**src/rtl/led_pkg.sv**
```systemverilog
// Shared definitions for the LED sequence driver: mode encoding and the
// default command codes for the enable bus.
package led_pkg;

  typedef enum logic [1:0] {
    MODE_DIRECT = 2'd0,
    MODE_HOLD   = 2'd1,
    MODE_BLINK  = 2'd2,
    MODE_CHASE  = 2'd3
  } mode_t;

  localparam logic [2:0] EN_CODE_DEFAULT  = 3'd4;
  localparam logic [2:0] CLR_CODE_DEFAULT = 3'd0;

endpackage

```
**src/rtl/led_tick_div.sv**
```systemverilog
// Free-running step divider. cnt counts 0..DIV-1 and phase flips each time
// cnt wraps; tick is high during the cycle whose edge performs the wrap.
// A restart forces cnt back to 0 and phase to 1 without producing a tick.
module led_tick_div #(
  parameter int unsigned DIV = 4
) (
  input  logic clk,
  input  logic rst,
  input  logic restart,
  output logic tick,
  output logic phase_nxt
);

  localparam logic [7:0] LAST = 8'(DIV - 1);

  logic [7:0] cnt_q;
  logic [7:0] cnt_nxt;
  logic       phase_q;

  // Next counter/phase values; phase_nxt is exported so the parent can
  // register its LED output from the same next-state the divider adopts.
  always_comb begin
    tick      = (cnt_q == LAST) && !restart;
    cnt_nxt   = cnt_q + 8'd1;
    phase_nxt = phase_q;
    if (restart) begin
      cnt_nxt   = 8'd0;
      phase_nxt = 1'b1;
    end else if (tick) begin
      cnt_nxt   = 8'd0;
      phase_nxt = ~phase_q;
    end
  end

  // Counter and phase registers with synchronous reset to the restart state.
  always_ff @(posedge clk) begin
    if (rst) begin
      cnt_q   <= 8'd0;
      phase_q <= 1'b1;
    end else begin
      cnt_q   <= cnt_nxt;
      phase_q <= phase_nxt;
    end
  end

endmodule

```
**src/rtl/led_seq_driver.sv**
```systemverilog
// LED sequence driver: latches an LED index on an enable strobe and shows it
// directly, held, blinking, or as a chase that walks across all LEDs.
// The LED output is registered from the next-state values so a strobe is
// visible one edge later.
module led_seq_driver
  import led_pkg::*;
#(
  parameter int unsigned SEL_W      = 3,
  parameter logic [2:0]  EN_CODE    = EN_CODE_DEFAULT,
  parameter logic [2:0]  CLR_CODE   = CLR_CODE_DEFAULT,
  parameter int unsigned BLINK_DIV  = 4,
  parameter bit          ACTIVE_LOW = 1'b1
) (
  input  logic                    clk,
  input  logic                    rst,
  input  logic [2:0]              enable,
  input  logic [SEL_W-1:0]        switch,
  input  logic [1:0]              mode,
  output logic [(2**SEL_W)-1:0]   led
);

  localparam int unsigned N_LED = 2 ** SEL_W;
  localparam logic [N_LED-1:0] LED_OFF = ACTIVE_LOW ? {N_LED{1'b1}} : {N_LED{1'b0}};

  logic              en_hit;
  logic              clr_hit;
  logic              tick;
  logic              phase_nxt;
  logic [SEL_W-1:0]  sel_q;
  logic [SEL_W-1:0]  sel_nxt;
  logic [SEL_W-1:0]  pos_q;
  logic [SEL_W-1:0]  pos_nxt;
  logic              valid_q;
  logic              valid_nxt;
  logic [N_LED-1:0]  pattern;
  logic [N_LED-1:0]  led_nxt;

  led_tick_div #(
    .DIV(BLINK_DIV)
  ) u_tick_div (
    .clk      (clk),
    .rst      (rst),
    .restart  (en_hit),
    .tick     (tick),
    .phase_nxt(phase_nxt)
  );

  // Decode commands, compute next selection state and the one-hot pattern
  // that the LED register captures on this edge.
  always_comb begin
    en_hit    = (enable == EN_CODE);
    clr_hit   = !en_hit && (enable == CLR_CODE);
    sel_nxt   = sel_q;
    pos_nxt   = pos_q;
    valid_nxt = valid_q;
    if (en_hit) begin
      sel_nxt   = switch;
      pos_nxt   = switch;
      valid_nxt = 1'b1;
    end else begin
      if (clr_hit) begin
        valid_nxt = 1'b0;
      end
      if (tick) begin
        pos_nxt = pos_q + SEL_W'(1);
      end
    end

    pattern = '0;
    case (mode_t'(mode))
      MODE_DIRECT: if (en_hit)                  pattern[switch]  = 1'b1;
      MODE_HOLD:   if (valid_nxt)               pattern[sel_nxt] = 1'b1;
      MODE_BLINK:  if (valid_nxt && phase_nxt)  pattern[sel_nxt] = 1'b1;
      MODE_CHASE:  if (valid_nxt)               pattern[pos_nxt] = 1'b1;
      default:     pattern = '0;
    endcase

    led_nxt = ACTIVE_LOW ? ~pattern : pattern;
  end

  // Selection state and LED register; reset blanks the LEDs and drops the
  // latched selection so only a fresh strobe relights them.
  always_ff @(posedge clk) begin
    if (rst) begin
      sel_q   <= '0;
      pos_q   <= '0;
      valid_q <= 1'b0;
      led     <= LED_OFF;
    end else begin
      sel_q   <= sel_nxt;
      pos_q   <= pos_nxt;
      valid_q <= valid_nxt;
      led     <= led_nxt;
    end
  end

endmodule
```
**config.mk**
```make
export PLATFORM = sky130hd
export DESIGN_NAME = led_seq_driver
export DESIGN_NICKNAME = d
export VERILOG_FILES = /design/src/rtl/led_pkg.sv /design/src/rtl/led_tick_div.sv /design/src/rtl/led_seq_driver.sv
export SDC_FILE = /design/constraint.sdc
export NUM_CORES = 1
export LEC_CHECK = 0
export CAP_MARGIN = 20
export CORE_UTILIZATION = 43
export DETAILED_ROUTE_END_ITERATION = 8
export PLACE_DENSITY = 0.67
export SLEW_MARGIN = 20
export SYNTH_ARGS = -nofsm -noshare
export SYNTH_HDL_FRONTEND = slang
export SYNTH_SLANG_ARGS = --single-unit
```
**constraint.sdc**
```tcl
create_clock -name clk -period 2 [get_ports clk]
set_input_delay 0.3 -clock clk [delete_from_list [all_inputs] [get_ports clk]]
set_output_delay 0.3 -clock clk [all_outputs]
set_load 0.1 [all_outputs]
```
* After elaboration in Yosys (flattened, before gate mapping)
Index checks and enable logic that the tools add are counted.
Word-level totals: register bits 24, input port bits 10, output and inout port bits 8, logic and storage cells 49
Cells by class: $add $sub $neg 2, order comparisons 6, equality and inequality tests 5, mux-type cells 18, bitwise gates (word level) 2, reduce and logical (&&, ||, !) cells 10
Operators with widths (number):
- $mux W8 | 4
- $pmux W8 S4 | 1
- $lt A3 B4 Y1 const B | 3
- $demux W1 S3 | 3
- $ge A3 B1 Y1 const B | 3
- $mux W3 | 3
- $add A8 B1 Y8 const B | 1
- $eq A8 B2 Y1 const B | 1
- $not A8 Y8 | 1
- $mux W1 | 7
- $logic_and A1 B1 Y1 | 6
- $eq A2 B2 Y1 const B | 2
- $add A3 B1 Y3 const B | 1
- $eq A3 B3 Y1 const B | 1
- $logic_not A3 Y1 | 1
- $reduce_or A3 Y1 | 1
- $eq A2 B1 Y1 const B | 1
- $logic_not A2 Y1 | 1
- $logic_not A1 Y1 | 1
- $not A1 Y1 | 1

* Logic depth before layout (Yosys ltp)
word-level depth 12, mapped depth 7, mapped depth without buffers 6

* Cells and area by module
From an unflattened synthesis, not the netlist that was laid out.
Unflattened totals: cell total of the unflattened synthesis 137, area total of the unflattened synthesis 1252.5 µm²
Modules (own cells, without submodules):
- led_seq_driver | instances 1, cells an instance 93, area an instance 867.1 µm², seq. area each 300.3 µm²
- led_tick_div | instances 1, cells an instance 44, area an instance 385.4 µm², seq. area each 180.2 µm²

* Worst setup path before layout
OpenSTA, ideal clock, no wires.
kind flip-flop to flip-flop, from register u_tick_div.cnt_q[0], to register led[4], library setup time 0.141 ns, data arrival time 1.845 ns, slack 0.014 ns, stages on the path, launching flop included 7, buffers on the path 0, period minus slack after synthesis 1.986 ns, cell sequence dfxtp_1 > ha_1 > nor4b_4 > nand2_2 > or4b_1 > a21boi_1 > a22oi_1
Between the ends: word-level cells in the longest chain between the ends 11
RTL lines:
- start: declaration | line led_tick_div.sv:16 | logic [7:0] cnt_q;
- start signal: assignment | line led_tick_div.sv:41 | cnt_q <= cnt_nxt;
- $eq A8 B2 Y1 * | line led_tick_div.sv:23 | tick = (cnt_q == LAST) && !restart;
- $logic_and A1 B1 Y1 * | line led_tick_div.sv:23
- $mux W3 | line led_seq_driver.sv:64 | if (tick) begin
- $mux W3 | line led_seq_driver.sv:56 | if (en_hit) begin
- $lt A3 B4 Y1 (not written as such) / $ge A3 B1 Y1 (equally long branches) | line led_seq_driver.sv:74 | MODE_CHASE: if (valid_nxt) pattern[pos_nxt] = 1'b1;
- $logic_and A1 B1 Y1 (not written as such) | line led_seq_driver.sv:74
- $mux W1 (not written as such) | line led_seq_driver.sv:74
- $demux W1 S3 | line led_seq_driver.sv:74
- $mux W8 | line led_seq_driver.sv:74
- $pmux W8 S4 * | line led_seq_driver.sv:70 | case (mode_t'(mode))
- $not A8 Y8 * | line led_seq_driver.sv:78 | led_nxt = ACTIVE_LOW ? ~pattern : pattern;
- end signal: assignment | line led_seq_driver.sv:93 | led <= led_nxt;
- end: declaration | line led_seq_driver.sv:19 | output logic [(2**SEL_W)-1:0] led
Every way passes the cells marked *; elsewhere a longest branch is shown, timed or not. A chain may end at the register's enable or synchronous reset.

* Worst setup path after layout
from input enable[2], to register led[0]
Between the ends: word-level cells in the longest chain between the ends 12
RTL lines:
- start: declaration | line led_seq_driver.sv:16 | input logic [2:0] enable,
- $eq A3 B3 Y1 | line led_seq_driver.sv:51 | en_hit = (enable == EN_CODE);
- $logic_not A1 Y1 | line led_tick_div.sv:23, led_seq_driver.sv:52
- $logic_and A1 B1 Y1 | line led_tick_div.sv:23
- $mux W3 | line led_seq_driver.sv:64
- $mux W3 | line led_seq_driver.sv:56
- $lt A3 B4 Y1 (not written as such) / $ge A3 B1 Y1 (equally long branches) | line led_seq_driver.sv:74
- $logic_and A1 B1 Y1 (not written as such) | line led_seq_driver.sv:74
- $mux W1 (not written as such) | line led_seq_driver.sv:74
- $demux W1 S3 | line led_seq_driver.sv:74
- $mux W8 | line led_seq_driver.sv:74
- $pmux W8 S4 * | line led_seq_driver.sv:70
- $not A8 Y8 * | line led_seq_driver.sv:78
Marks and branches as above.

==> reports/qor.yml <==
worstPathArrival_ns: 2.17
drv_slew: 0
design_power_total_mw: 1.05
antenna_found_initial: 0
gp_congestion: 0.919
synth-seq-cells: 24
postLayoutCoreUtil_pct: 65.5
nNetsFinal: 231
clkSinkCount: 24
outcome: "finished, final reports clean"
cts_hold_buf: 0
period_share_pct: 97.4
p_leak_nw: 0.734
grt_max_degree: 14
startpoint_type: "primary input"
fmax_mhz: 513
io_buffer_count: 17
skew_ns: 0.00713
synthesis.instances: 164
synth_top_area_share_pct: 35.3
avgSynthCellArea_um2: 8.31
grt_use_total_pct: 23.0
synthMostInstantiatedCell: "dfxtp_1"
dr.pass1.iters: 4
grt.overflow.total: 0
crit_type: "in2reg"
r2r-end: "led[0]"
path_clk_slew_ns: 0.14
ys_warn_count: 0
cp-endpoint: "led[0]"
max-vdd-ir-drop_uv: 246
drt_iter0_markers: 89
core_um2: 3030
hold_violations: 0
wl_mm: 3.91
synthDistinctLibCells: 46
start_util_pct: 45.0
worst_hold_path_type: "in2reg"
synth-edff-count: 0
synthesis.nets: 176
fp.dieW_um: 58.3
ios: 18
worstPathMaxFanout: 9
synthArstFlopShare_pct: 0
area_delta_synth_final_pct: 45.6
cts_max_path_buffers: 2
slowest_stage: "clkdlybuf4s50_1"
path_delay_family: "buffers and inverters"
cp.depth: 7
r2r_slack_ns: 0.11
r2r-start: "u_tick_div.cnt_q[0]"
hpwl_mm: 2.83
synth_seq_area_share_pct: 35.3
drc_errors: 0
relSlewSlack_pct: 74.0
vias: 1479
avgRoutedWirePerCell_um: 14.9
crit_path_start: "enable[2]"
drive_gt1_share_pct: 37.2
root_buffer: "clkbuf_4"
synth.area.top_cells: "dfxtp_1, nor2_1, nand2_1"
reg2reg_depth: 7
numCtsBuffers: 3
htreeDepth: 1
grt_pass1_vias: 1266
row_count: 20
insertion_delay_ns: 0.33
critPathBufInv: 2
place_area_um2: 1790
required_ns: 2.22
cts_tree: "done"
diodes: 0
ant_nets: 0
end_kind: "flip-flop"
grt_pass1_wl_mm: 5.92
p_per_area_nw_per_um2: 531
synth_common_cells: "dfxtp_1, nor2_1, nand2_1"
final_area_um2: 1980
finalWorstPathRequiredPeriod_ns: 1.95
cap_violations: 0
path_cells: "clkdlybuf4s50_1, or3b_4, buf_4, mux2i_2, nand3_2, a211oi_1, o31ai_1"
fillers: 260
max_stage_delay_ns: 0.50
fp.dieArea_um2: 3400
syn-cell-area_um2: 1360
fp.dieH_um: 58.3
ys.flop_type: "dfxtp_1"
worstMarginPinSlew_ns: 0.388
setup_viol: 0
synth_top_area_cell: "dfxtp_1"
routed_via_density: 5.65
## registers in the layout, indices dropped and copies added (netlist names)
name	count
pos_q	3
sel_q	3
u_tick_div.phase_q	1
led	8
valid_q	1
u_tick_div.cnt_q	8
## layer usage
layer  GRT usage (%)  vias up  routed length (um)
li1                -      719                   -
met1            33.3      685                1740
met2            35.5       64                1780
met3            2.86       11                 289
met4            8.16        0                  94
met5               0        -                   0
## cells by family (layout without fill, tap and decap cells)
kind of cell	count (synthesis)	in the layout	share of synthesized area [%]
flip-flops	24	24	35.3
multiplexers	1	1	0.735
XOR/XNOR	7	7	4.50
AND/OR/NAND/NOR	78	78	33.4
buffers and inverters	9	63	3.03
AO/OA/AOI/OAI	43	43	21.2
adder cells (fa/ha/maj)	2	2	1.84
## per-stage QoR
step / setup slack [ns] / cells / TNS, ns / hold WS [ns]
after floorplan: 0.0142 / 164 / 0 / 0.430
after global placement: -0.404 / 252 / -2.49 / 0.515
after detailed placement: -0.405 / 252 / -2.60 / 0.508
after CTS: 0.0166 / 256 / 0 / 0.526
after global routing: -0.0212 / 262 / -0.0256 / 0.506
final: 0.0517 / 262 / 0 / 0.478
## how the worst min path moves through the flow
| stage | start | slack, ns | end | cells past startpoint |
|---|---|---|---|---|
| CTS | sel_q[1] | 0.53 | sel_q[1] | 2 |
| global placement | u_tick_div.cnt_q[0] | 0.52 | u_tick_div.cnt_q[0] | 2 |
| detailed placement | sel_q[1] | 0.51 | sel_q[1] | 2 |
| global route | enable[0] | 0.51 | valid_q | 4 |
| finish | enable[0] | 0.48 | valid_q | 4 |
| floorplan | u_tick_div.cnt_q[0] | 0.43 | u_tick_div.cnt_q[0] | 1 |
## worst register-to-register path, stage by stage, from the launching register on
cell and delay [ns]:
dfxtp_2 0.38, ha_4 0.14, nor4b_4 0.25, buf_4 0.21, a211oi_1 0.08, and3b_2 0.33
nor4b_1 0.26, o31ai_1 0.14
## power by group
| part | leakage (nW) | switching (mW) | internal (mW) |
|---|---|---|---|
| Sequential | 0.196 | 0.0157 | 0.496 |
| Clock | 0.0210 | 0.160 | 0.112 |
| Combinational | 0.517 | 0.146 | 0.124 |
## placed cells by master, fill, tap and decap left out, types with 2 or more instances in the layout
master | synthesis | final
buf_4 | 0 | 47
dfxtp_1 | 24 | 22
nor2_1 | 19 | 19
nand2_1 | 17 | 16
a21oi_1 | 10 | 10
clkdlybuf4s50_1 | 0 | 8
nand3_1 | 8 | 7
a22oi_1 | 5 | 5
a211oi_1 | 8 | 5
nor2b_1 | 4 | 4
o21ai_0 | 5 | 4
a31o_2 | 3 | 3
nand4_1 | 3 | 3
nor3_1 | 3 | 3
a211oi_2 | 0 | 3
o31ai_1 | 3 | 3
xnor2_1 | 3 | 3
xor2_1 | 4 | 3
clkbuf_4 | 0 | 3
inv_1 | 2 | 2
nor4b_2 | 2 | 2
a31oi_1 | 3 | 2
nand2_2 | 1 | 2
nor3b_1 | 2 | 2
and3_1 | 2 | 2
or2_2 | 2 | 2
nor4_2 | 0 | 2
dfxtp_2 | 0 | 2
## layout make-up
class                           count  area (um^2)  area share (%)
Clock buffer                        4         36.3            1.83
Multi-Input combinational cell    131          946            47.7
Tap cell                           44         55.1            2.77
Sequential cell                    24          483            24.3
Inverter                            2         7.51           0.378
Timing Repair Buffer               57          457            23.0
## repair_timing
| item | 4_1_cts | 5_1_grt |
|---|---|---|
| buffers inserted | 0 | 6 |
| setup endpoints to repair | 4 | 8 |
| pin swaps | 0 | 6 |
| gates resized for setup | 3 | 21 |
No activity file was read; power rests on OpenSTA's default activity.
